<file path="src/rtl/mem_arb_pkg.sv">
// Shared definitions for the unified instruction/data memory port arbiter:
// FSM state encoding and default bus widths.
package mem_arb_pkg;

    localparam int AW_DEF = 32;
    localparam int DW_DEF = 32;

    typedef enum logic [2:0] {
        IDLE   = 3'd0,
        BUSY_I = 3'd1,
        BUSY_D = 3'd2,
        RESP_I = 3'd3,
        RESP_D = 3'd4
    } arb_state_t;

endpackage

</file>
<file path="src/rtl/flopenr.sv">
// Enabled datapath register with asynchronous active-low clear.
module flopenr #(
    parameter int W = 32
) (
    input  logic         clk,
    input  logic         rst_n,
    input  logic         i_en,
    input  logic [W-1:0] i_d,
    output logic [W-1:0] o_q
);

    always_ff @(posedge clk or negedge rst_n) begin
        if (!rst_n) begin
            o_q <= '0;
        end else if (i_en) begin
            o_q <= i_d;
        end
    end

endmodule

</file>
<file path="src/rtl/mem_arbiter_pick.sv">
// Combinational winner select: data has priority unless fetch is starved.
module arb_pick (
    input  logic i_ireq,
    input  logic i_dreq,
    input  logic i_starved,
    output logic o_grant_i,
    output logic o_grant_d
);

    logic w_grant_d;

    assign w_grant_d = i_dreq & ~(i_ireq & i_starved);
    assign o_grant_d = w_grant_d;
    assign o_grant_i = i_ireq & ~w_grant_d;

endmodule

</file>
<file path="src/rtl/mem_arbiter.sv">
// Shares one memory req/ack port between instruction fetch and data access,
// returning registered read data with a one-cycle ready pulse to the winner.
module mem_arbiter
    import mem_arb_pkg::*;
#(
    parameter int AW           = AW_DEF,
    parameter int DW           = DW_DEF,
    parameter int STARVE_LIMIT = 4,
    parameter int CW           = 4
) (
    input  logic          clk,
    input  logic          reset,
    input  logic          ireq,
    input  logic [AW-1:0] iaddr,
    output logic [DW-1:0] irdata,
    output logic          iready,
    input  logic          dreq,
    input  logic          dwe,
    input  logic [AW-1:0] daddr,
    input  logic [DW-1:0] dwdata,
    output logic [DW-1:0] drdata,
    output logic          dready,
    output logic          mreq,
    output logic          mwe,
    output logic [AW-1:0] maddr,
    output logic [DW-1:0] mwdata,
    input  logic [DW-1:0] mrdata,
    input  logic          mack
);

    localparam logic [CW-1:0] LIMIT = CW'(STARVE_LIMIT);

    arb_state_t    r_state;
    logic [CW-1:0] r_starve_cnt;
    logic          r_mreq;
    logic          r_mwe;
    logic          r_iready;
    logic          r_dready;

    logic w_starved;
    logic w_grant_i;
    logic w_grant_d;
    logic w_grant;
    logic w_cap_i;
    logic w_cap_d;

    assign w_starved = (r_starve_cnt == LIMIT);

    arb_pick u_pick (
        .i_ireq    (ireq),
        .i_dreq    (dreq),
        .i_starved (w_starved),
        .o_grant_i (w_grant_i),
        .o_grant_d (w_grant_d)
    );

    assign w_grant = (r_state == IDLE) & (w_grant_i | w_grant_d);
    assign w_cap_i = (r_state == BUSY_I) & mack;
    // Writes never touch drdata, so the load register only opens for reads.
    assign w_cap_d = (r_state == BUSY_D) & mack & ~r_mwe;

    flopenr #(.W(AW)) u_maddr (
        .clk   (clk),
        .rst_n (reset),
        .i_en  (w_grant),
        .i_d   (w_grant_d ? daddr : iaddr),
        .o_q   (maddr)
    );

    flopenr #(.W(DW)) u_mwdata (
        .clk   (clk),
        .rst_n (reset),
        .i_en  (w_grant),
        .i_d   (w_grant_d ? dwdata : '0),
        .o_q   (mwdata)
    );

    flopenr #(.W(DW)) u_irdata (
        .clk   (clk),
        .rst_n (reset),
        .i_en  (w_cap_i),
        .i_d   (mrdata),
        .o_q   (irdata)
    );

    flopenr #(.W(DW)) u_drdata (
        .clk   (clk),
        .rst_n (reset),
        .i_en  (w_cap_d),
        .i_d   (mrdata),
        .o_q   (drdata)
    );

    always_ff @(posedge clk or negedge reset) begin
        if (!reset) begin
            r_state      <= IDLE;
            r_starve_cnt <= '0;
            r_mreq       <= 1'b0;
            r_mwe        <= 1'b0;
            r_iready     <= 1'b0;
            r_dready     <= 1'b0;
        end else begin
            r_iready <= 1'b0;
            r_dready <= 1'b0;
            case (r_state)
                IDLE: begin
                    if (w_grant_d) begin
                        r_state <= BUSY_D;
                        r_mreq  <= 1'b1;
                        r_mwe   <= dwe;
                        // Count only data grants that actually bypass a waiting fetch.
                        if (!ireq) begin
                            r_starve_cnt <= '0;
                        end else if (!w_starved) begin
                            r_starve_cnt <= r_starve_cnt + CW'(1);
                        end
                    end else if (w_grant_i) begin
                        r_state      <= BUSY_I;
                        r_mreq       <= 1'b1;
                        r_mwe        <= 1'b0;
                        r_starve_cnt <= '0;
                    end
                end
                BUSY_I: begin
                    if (mack) begin
                        r_state  <= RESP_I;
                        r_mreq   <= 1'b0;
                        r_mwe    <= 1'b0;
                        r_iready <= 1'b1;
                    end
                end
                BUSY_D: begin
                    if (mack) begin
                        r_state  <= RESP_D;
                        r_mreq   <= 1'b0;
                        r_mwe    <= 1'b0;
                        r_dready <= 1'b1;
                    end
                end
                RESP_I, RESP_D: begin
                    r_state <= IDLE;
                end
                default: begin
                    r_state <= IDLE;
                    r_mreq  <= 1'b0;
                    r_mwe   <= 1'b0;
                end
            endcase
        end
    end

    assign mreq   = r_mreq;
    assign mwe    = r_mwe;
    assign iready = r_iready;
    assign dready = r_dready;

endmodule

</file>
<file path="config.mk">
export PLATFORM = sky130hd
export DESIGN_NAME = mem_arbiter
export DESIGN_NICKNAME = d
export VERILOG_FILES = /design/src/rtl/mem_arb_pkg.sv /design/src/rtl/flopenr.sv /design/src/rtl/mem_arbiter_pick.sv /design/src/rtl/mem_arbiter.sv
export SDC_FILE = /design/constraint.sdc
export NUM_CORES = 1
export LEC_CHECK = 0
export ABC_AREA = 1
export CAP_MARGIN = 40
export CELL_PAD_IN_SITES_DETAIL_PLACEMENT = 0
export CELL_PAD_IN_SITES_GLOBAL_PLACEMENT = 1
export CORE_MARGIN = 10
export CORE_UTILIZATION = 25
export DETAILED_ROUTE_END_ITERATION = 10
export GPL_TIMING_DRIVEN = 0
export PLACE_DENSITY = 0.73
export SLEW_MARGIN = 40
export SYNTH_ARGS = -nofsm -noshare
export SYNTH_HDL_FRONTEND = slang
export SYNTH_SLANG_ARGS = --single-unit
</file>
<file path="constraint.sdc">
create_clock -name clk -period 1.6 [get_ports clk]
set_clock_uncertainty 0.15 [all_clocks]
set_input_delay 0.32 -clock clk [delete_from_list [all_inputs] [get_ports clk]]
set_output_delay 0.32 -clock clk [all_outputs]
set_load 0.05 [all_outputs]
</file>
Word level (Yosys, flattened, before mapping)
Index checks and enable logic that the tools add are counted.
{"block": "word_totals", "ff_bits": 139, "input_bits": 134, "out_inout_bits": 132, "word_cells": 61}
{"block": "classes", "addsub": 1, "n_eq_ne": 10, "n_mux": 21, "bitwise_logic": 12, "n_reduce_logical": 7}
{"cell": "two-way mux 32 bit", "count": 2}
{"cell": "two-way mux 4 bit", "count": 4}
{"cell": "two-way mux 3 bit", "count": 4}
{"cell": "case mux 3 bit (3 select lines)", "count": 1}
{"cell": "AND reduction 3 bit", "count": 3}
{"cell": "two-way mux 1 bit", "count": 8}
{"cell": "bitwise AND 1 bit", "count": 7}
{"cell": "== test 3 x 2 -> 1 bit (second input constant)", "count": 2}
{"cell": "case mux 1 bit (3 select lines)", "count": 2}
{"cell": "adder 4 x 1 -> 4 bit (second input constant)", "count": 1}
{"cell": "== test 4 x 3 -> 1 bit (second input constant)", "count": 1}
{"cell": "inequality test 2 bit (second input constant)", "count": 2}
{"cell": "inverter 1 bit", "count": 4}
{"cell": "OR reduction 2 bit", "count": 2}
{"cell": "== test 3 x 1 -> 1 bit (second input constant)", "count": 1}
{"cell": "== test 3 bit (second input constant)", "count": 1}
{"cell": "logical NOT 3 bit", "count": 1}
{"cell": "inequality test 3 x 2 -> 1 bit (second input constant)", "count": 1}
{"cell": "inequality test 3 bit (second input constant)", "count": 1}
{"cell": "inequality test 2 x 1 -> 1 bit (second input constant)", "count": 1}
{"cell": "nonzero test 2 bit", "count": 1}
{"cell": "bitwise OR 1 bit", "count": 1}

Logic depth before layout (Yosys ltp)
Gate-level depths: netlist of the first run.
{"block": "depth", "word_depth": 9, "mapped_depth": 11, "ltp_nobuf": 10}

By module
A second synthesis of the first run with hierarchy kept.
{"block": "unflattened", "cells_unflattened": 801, "area_unflattened_um2": 6490.0}
{"mod": "flopenr", "n_inst": 4, "cells_per_inst": 136, "area_per_inst_um2": 1292.5, "seq_area_each_um2": 800.8}
{"mod": "mem_arbiter", "n_inst": 1, "cells_per_inst": 253, "area_per_inst_um2": 1292.5, "seq_area_each_um2": 275.3}
{"mod": "arb_pick", "n_inst": 1, "cells_per_inst": 4, "area_per_inst_um2": 27.5, "seq_area_each_um2": 0.0}

Worst setup path after synthesis of the first run
OpenSTA, ideal clock, no wires.
{"block": "synth_timing", "path_kind": "reg-to-reg", "start": "register r_starve_cnt[0]", "end": "register u_maddr.o_q[23]", "setup_ns": 0.118, "t_arrival_ns": 1.369, "required_time_ns": 1.332, "path_slack_ns": -0.037, "stages_incl_launch_ff": 12, "path_buffers": 2, "period_less_slack_ns": 1.637, "cell_sequence": "dfrtp_1 inv_1 ha_1 inv_1 nor2_1 nand2_2 nand2_1 buf_4 buf_4 nand2_1 nand3_1 nand2_1"}
{"block": "synth_between", "elab_chain_len": 8, "elab_cells_between_ends": 9, "cone_classes": "1 x eq/ne; 1 x mux; 7 x bitwise"}
{"element": "start, declared", "line": "mem_arbiter.sv:34", "rtl": "logic [CW-1:0] r_starve_cnt;"}
{"element": "start signal, assigned", "line": "mem_arbiter.sv:115", "rtl": "r_starve_cnt <= r_starve_cnt + CW'(1);"}
{"element": "== test 4 x 3 -> 1 bit *", "line": "mem_arbiter.sv:47", "rtl": "assign w_starved = (r_starve_cnt == LIMIT);"}
{"element": "bitwise AND 1 bit *", "line": "mem_arbiter_pick.sv:12", "rtl": "assign w_grant_d = i_dreq & ~(i_ireq & i_starved);"}
{"element": "inverter 1 bit *", "line": "mem_arbiter_pick.sv:12"}
{"element": "bitwise AND 1 bit *", "line": "mem_arbiter_pick.sv:12"}
{"element": "inverter 1 bit", "line": "mem_arbiter_pick.sv:14", "rtl": "assign o_grant_i = i_ireq & ~w_grant_d;"}
{"element": "bitwise AND 1 bit", "line": "mem_arbiter_pick.sv:14"}
{"element": "bitwise OR 1 bit", "line": "mem_arbiter.sv:57", "rtl": "assign w_grant = (r_state == IDLE) & (w_grant_i | w_grant_d);"}
{"element": "bitwise AND 1 bit", "line": "mem_arbiter.sv:57"}
{"element": "end signal, assigned", "line": "flopenr.sv:16", "rtl": "o_q <= i_d;"}
{"element": "end, declared", "line": "flopenr.sv:9", "rtl": "output logic [W-1:0] o_q"}
Every way passes the cells marked *; elsewhere a longest branch is shown, timed or not.
A chain may end at the register's enable or synchronous reset.

Final worst setup path of the first run
{"block": "layout_timing", "start": "register r_starve_cnt[0]", "end": "register r_state[0]"}
{"block": "layout_between", "elab_chain_len": 8, "elab_cells_between_ends": 10, "cone_classes": "2 x eq/ne; 2 x mux; 5 x bitwise; 1 x reduce/logical"}
{"element": "== test 4 x 3 -> 1 bit *", "line": "mem_arbiter.sv:47"}
{"element": "bitwise AND 1 bit *", "line": "mem_arbiter_pick.sv:12"}
{"element": "inverter 1 bit *", "line": "mem_arbiter_pick.sv:12"}
{"element": "bitwise AND 1 bit *", "line": "mem_arbiter_pick.sv:12"}
{"element": "inverter 1 bit", "line": "mem_arbiter_pick.sv:14"}
{"element": "bitwise AND 1 bit", "line": "mem_arbiter_pick.sv:14"}
{"element": "inequality test 3 x 2 -> 1 bit (no line)"}
{"element": "AND reduction 3 bit (no line)"}
{"element": "end signal, assigned", "line": "mem_arbiter.sv:96", "rtl": "r_state <= IDLE;"}
{"element": "end signal, assigned", "line": "mem_arbiter.sv:108", "rtl": "r_state <= BUSY_D;"}
{"element": "end signal, assigned", "line": "mem_arbiter.sv:118", "rtl": "r_state <= BUSY_I;"}
{"element": "end, declared", "line": "mem_arbiter.sv:33", "rtl": "arb_state_t r_state;"}
Marked as above.

==> metrics.yaml, run 1 <==
syn_to_final_growth_pct: 63.8
pre_cts_ws_ns: -0.620
final_nets: 1156
io_pins: 266
root_buffer: "clkbuf_16"
cts.sinks: 139
ys_ff_latch: 139
die_w_um: 175
yosys.area.top_type_share_pct: 57.7
ys_types: 24
synth-compound-area-share_pct: 8.45
instances_no_fill: 1351
clock_latency_ns: 0.42
post-route-period-util_pct: 103
synth_xor_area_share_pct: 0.145
syn-num-nets: 839
synthMuxAreaShare_pct: 0
maxCapViolCount: 0
chipHeight_um: 175
fmax_mhz: 605
crit_path_end_kind: "register"
synthCells: 703
io_buffer_count: 264
grt_pass1_wl_mm: 34.9
syn_avg_cell_area_um2: 8.57
status: "complete, but fails checks"
report.final.slew_viol_count: 0
tritoncts: "yes"
synth_top_family_by_area: "simple AND/OR/NAND/NOR gates"
start_util_pct: 25.5
slew_headroom_pct: 61.7
cellLeakagePower_nw: 5.05
holdCritPathClass: "input port to register"
required_ns: 1.81
final_util_pct: 41.8
grt_max_degree: 56
drcViolationCount: 0
synth-warning-count: 0
cts.clk_slew.worst_paths_ns: 0.06
gp_congestion: 0.765
grtUsageTotal_pct: 14.5
finalHoldViolCount: 0
antenna_found_initial: 0
die-area_um2: 30700
p_per_area_nw_per_um2: 2270
num_vias: 5743
drt_wl_total_mm: 23.3
cts.path.max_buffers: 2
synth.top_cells.by_area: "dfrtp_1, nand2_1, o21ai_1"
std_cell_rows: 56
worst_pin_slew_ns: 0.574
avgRoutedWirePerCell_um: 17.2
drtIter0Drc: 394
numCtsBuffers: 17
synthSimpleGateAreaFrac_pct: 24.6
grt_pass1_vias: 5781
coreArea_um2: 23600
cp-start-kind: "register"
placed_area_um2: 9130
drt_first_pass_iters: 4
ir_drop_uv: 759
rsz0062_at_grt: "yes"
ant_nets: 0
cts_max_level: 4
drive_gt1_share_pct: 27.5
yosysTopAreaCell: "dfrtp_1"
synth-seq-area-share_pct: 57.7
synthAdderAreaFrac_pct: 0.415
dp_hpwl_mm: 16.7
crit_arrival_ns: 1.86
violations: "setup timing"
antenna_cells: 0
worst_slack_ns: -0.0529
crit_type: "register to register"
setup_viol: 40
placedCellCount: 1288
final.min_clock_period_ns: 1.65
fin_area_um2: 9870
viasPerCell: 4.25
cp_max_fo: 8
syn_area_um2: 6020
grt-ovfl-total: 0
==> critical path, cell delays in order (launching register included) <==
cell     delay, ns
dfrtp_1       0.39
inv_2         0.08
ha_4          0.13
inv_2         0.03
nor2_2        0.10
nand2_2       0.09
nand2_4       0.09
buf_12        0.15
buf_8         0.12
buf_6         0.09
nand2_2       0.03
nand2_1       0.05
nand2_1       0.04
nand2_1       0.05
==> cells by family (layout without fill, tap and decap cells) <==
kind of cell	after synthesis	count (layout)
XOR/XNOR	1	1
adder cells (fa/ha/maj)	2	2
AO/OA/AOI/OAI	101	101
AND/OR/NAND/NOR	340	341
flip-flops	139	139
buffers and inverters	120	448
==> report_power, final <==
part,internal (W),switching (W),leakage (nW)
sequential,0.00512,0.000826,1.76
clock,0.00214,0.00165,0.267
combinational,0.00355,0.00912,3.03
==> flip-flops by register name, summed over array words and instances, names as in the netlist <==
| signal | cells |
|---|---|
| iready | 1 |
| u_drdata.o_q | 32 |
| mreq | 1 |
| u_maddr.o_q | 32 |
| r_state | 3 |
| u_irdata.o_q | 32 |
| dready | 1 |
| r_starve_cnt | 4 |
| mwe | 1 |
| u_mwdata.o_q | 32 |
==> metal layers <==
metal	track usage, %	share of wire [%]
met1	17.4	42
met4	4.98	1.8
met3	4.16	5.5
met2	24.1	50
met5	0	0
==> final cells by class <==
| cell class | count | area, um2 |
|---|---|---|
| plain buffers | 41 | 500 |
| clock buffers | 17 | 425 |
| flip-flops and latches | 139 | 3480 |
| repair buffers | 297 | 2440 |
| multi-input cells | 445 | 2180 |
| fillers | 2418 | 13700 |
| clock inverters | 14 | 124 |
| inverters | 79 | 309 |
| well taps | 319 | 399 |
==> through the flow <==
stage          setup TNS, ns  total power (W)  hold WS (ns)
2_1_floorplan              0           0.0141        -0.126
3_3_place_gp         -903.03           0.0189         0.308
3_5_place_dp          -54.95           0.0190        0.0569
4_1_cts                -1.41           0.0217         0.174
5_1_grt                -6.20           0.0237         0.203
6_report               -1.13           0.0224         0.193
==> cell usage after synthesis (all sizes together) <==
| master | n |
|---|---|
| clkbuf | 15 |
| o21a | 1 |
| o22ai | 1 |
| nand3b | 33 |
| nor2 | 10 |
| o21ai | 98 |
| inv | 79 |
| a21oi | 1 |
| nand3 | 40 |
| nand2 | 255 |
| buf | 26 |
| ha | 2 |
| xnor2 | 1 |
| dfrtp | 139 |
| nand4 | 2 |
==> cells in the final DEF, fill, tap and decap left out, drive strengths merged, types with 2 or more instances in the layout <==
cell type and instances:
nand3b 33, ha 2, nand2 256, clkbuf 34, nand3 40, clkinv 7
buf 189, nor2 10, o21ai 98, nand4 2, dfrtp 139, clkdlybuf4s50 131
clkinvlp 3, inv 82
==> path summary, 6_finish.rpt <==
check | from | cells past startpoint | end | slack [ns]
hold reg to reg | mreq | 2 | mreq | 0.31
max in group asynchronous | reset | 4 | r_state[1] | 0.20
setup reg to reg | r_starve_cnt[0] | 13 | r_state[0] | -0.05
setup / recovery | r_starve_cnt[0] | 13 | r_state[0] | -0.05
hold / removal | dreq | 4 | u_maddr.o_q[0] | 0.19
min in group asynchronous | reset | 2 | u_irdata.o_q[8] | 0.20
==> timing repair <==
action / CTS / global route
hold buffers: 1 / 0
cloned: 2 / 7
setup buffers: 14 / 8
pin swaps: 13 / 19
resized for setup: 723 / 115
setup endpoints to repair: 262 / 136
endpoints found under the hold margin: 85 / 0
(Power assumes the default switching activity.)
==> inputs of run 2 (changes only) <==
--- a/config.mk
+++ b/config.mk
@@ -12,9 +12,10 @@
 export CORE_MARGIN = 10
 export CORE_UTILIZATION = 25
 export DETAILED_ROUTE_END_ITERATION = 10
+export GPL_ROUTABILITY_DRIVEN = 0
 export GPL_TIMING_DRIVEN = 0
 export PLACE_DENSITY = 0.73
-export SLEW_MARGIN = 40
+export SLEW_MARGIN = 15
 export SYNTH_ARGS = -nofsm -noshare
 export SYNTH_HDL_FRONTEND = slang
 export SYNTH_SLANG_ARGS = --single-unit
==> metrics.yaml, run 2 (same netlist as run 1, synthesis figures left out) <==
seqPwrFrac_pct: 26.2  # -0.3 points
violations: "setup timing"
chipHeight_um: 175  # unchanged
io_buffer_count: 264  # unchanged
drive_gt1_share_pct: 29.6  # +2.0 points
crit_type: "register to register"
grt-ovfl-total: 0  # unchanged
grt_pass1_wl_mm: 34.9  # about the same
power_switching_w: 0.0116  # -0.28%
cts.clk_slew.worst_paths_ns: 0.06  # about the same
rsz0062_at_grt: "yes"
endpoint: "u_maddr.o_q[14]"
coreArea_um2: 23600  # unchanged
slew_headroom_pct: 55.0  # -6.7 points
grtUsageTotal_pct: 14.4  # -0.029 points
seqCellArea_um2: 3480  # unchanged
ant_nets: 0  # unchanged
setup_viol: 28  # -30%
ir_drop_uv: 713  # -6.1%
status: "complete, but fails checks"
dp_hpwl_mm: 16.5  # -1.1%
instances_no_fill: 1351  # unchanged
clock_latency_ns: 0.42  # about the same
p_per_area_nw_per_um2: 2270  # +0.15%
avgRoutedWirePerCell_um: 17.1  # -0.49%
switching_share_pct: 50.7  # -1.0 points
rr_worst_depth: 11  # -2
placedCellCount: 1287  # -0.078%
holdCritPathClass: "input port to register"
drt_first_pass_iters: 5  # +1
required_ns: 1.75  # -0.06 ns
die_w_um: 175  # unchanged
clkPwrFrac_pct: 18.0  # +1.1 points
std_cell_rows: 56  # unchanged
io_pins: 266  # unchanged
finalHoldViolCount: 0  # unchanged
drtIter0Drc: 338  # -14%
drt_wl_total_mm: 23.1  # -0.49%
rrSetupSlack_ns: -0.06  # about the same
post-route-period-util_pct: 103  # +0.18 points
finalSetupTns_ns: -1.02  # +0.115 ns
cellLeakagePower_nw: 5.12  # +1.3%
die-area_um2: 30700  # unchanged
maxCapViolCount: 0  # unchanged
grt_pass1_vias: 5745  # -0.62%
most-common-layout-cells: "nand2_1, dfrtp_1, clkdlybuf4s50_1"
hold_depth: 4  # unchanged
crit_arrival_ns: 1.81  # -0.05 ns
antenna_found_initial: 0  # unchanged
cp_max_fo: 7  # -1
p_int_w: 0.0112  # +3.9%
final_nets: 1156  # unchanged
placed_area_um2: 9100  # -0.30%
final_common_cell: "nand2_1"
hold_ws_ns: 0.206  # +0.0125 ns
cts_max_level: 4  # unchanged
worst_pin_slew_ns: 0.674  # +0.100 ns
drcViolationCount: 0  # unchanged
cp-start-kind: "register"
grt_max_degree: 87  # +55%
fmax_mhz: 604  # -0.17%
report.final.slew_viol_count: 0  # unchanged
final.min_clock_period_ns: 1.66  # +0.00286 ns
root_buffer: "clkbuf_16"
viasPerCell: 4.25  # about the same
cts.sinks: 139  # unchanged
crit_start: "r_starve_cnt[0]"
syn_to_final_growth_pct: 66.4
num-fill-cells: 2398  # -0.83%
fin_area_um2: 10000  # +1.6%
power_frac_comb_pct: 55.8  # -0.7 points
num_vias: 5745  # +0.035%
worstReg2RegEnd: "u_maddr.o_q[14]"
start_util_pct: 25.5  # unchanged
numCtsBuffers: 17  # unchanged
antenna_cells: 0  # unchanged
tritoncts: "yes"
worst_slack_ns: -0.0557  # -0.00286 ns
crit_path_end_kind: "register"
cts.path.max_buffers: 2  # unchanged
crit-reg2reg-launch: "r_starve_cnt[0]"
multi_input_area_um2: 2260  # +3.6%
-- run 2: changes by cell type in the layout (fill, tap and decap cells not counted), sizes merged --
cell / change
clkbuf: +3
bufinv: +2
clkinv: -2
buf: -1
clkinvlp: -1
nand2: -1
-- run 2: routing by layer --
| layer | wire length (um) | up-vias | part of all wire [%] | track usage (%) |
|---|---|---|---|---|
| met5 | 0 | - | 0 | 0 |
| met3 | 1300 | 26 | 5.6 | 4.05 |
| met4 | 604 | 0 | 2.6 | 5.97 |
| met1 | 9880 | 2716 | 43 | 17.6 |
| li1 | - | 2843 | - | - |
| met2 | 11400 | 160 | 49 | 23.5 |
-- run 2: power groups by stage --
stage / clock (W) / sequential [W] / combinational [W]
floorplan: 0 / 0.0113 / 0.00274
global placement: 0 / 0.00598 / 0.0129
detailed placement: 0 / 0.00602 / 0.0129
CTS: 0.00424 / 0.00593 / 0.0119
global route: 0.00437 / 0.00617 / 0.0135
finish: 0.00411 / 0.00596 / 0.0127
-- run 2: final cells by class --
type / instances / share of cell area [%]
Buffer: 41 / 4.82
Clock buffer: 18 / 4.38
Clock inverter: 13 / 1.66
Inverter: 79 / 3.03
Multi-Input combinational cell: 444 / 22.6
Sequential cell: 139 / 34.7
Tap cell: 319 / 3.98
Timing Repair Buffer: 298 / 24.8
-- run 2: how the worst min path moves through the flow --
stage | start | end | slack [ns]
2_1_floorplan | reset | dready | -0.13
3_3_place_gp | mreq | mreq | 0.31
3_5_place_dp | reset | u_irdata.o_q[8] | 0.24
4_1_cts | dreq | u_maddr.o_q[31] | 0.18
5_1_grt | dreq | u_maddr.o_q[0] | 0.22
6_report | dreq | u_maddr.o_q[31] | 0.21
-- run 2: repair_timing --
item	4_1_cts	5_1_grt
hold endpoints to repair	85	0
cloned	3	8
resized for setup	728	134
buffers inserted	13	10
hold buffers	1	0
endpoints found under the setup margin	259	136
pin swaps	16	24
-- run 2: stage by stage --
| step | power (W) | utilization (%) | setup slack, ns |
|---|---|---|---|
| after floorplan | 0.0141 | - | 0.000199 |
| final | 0.0228 | 42.4 | -0.0557 |
| after global placement | 0.0189 | 38.4 | -6.13 |
| after detailed placement | 0.0190 | 38.6 | -0.630 |
| after global routing | 0.0241 | 42.4 | -0.155 |
| after CTS | 0.0221 | 40.0 | -0.0839 |
-- run 2: worst max-delay path, stage by stage (launching register included) --
cell and delay (ns):
dfrtp_1 0.38, inv_2 0.08, ha_4 0.13, inv_2 0.03, nor2_2 0.08, nand2_2 0.11
nand2_4 0.11, buf_12 0.16, buf_8 0.14, nand2_1 0.05, nand3_1 0.06, nand2_1 0.05
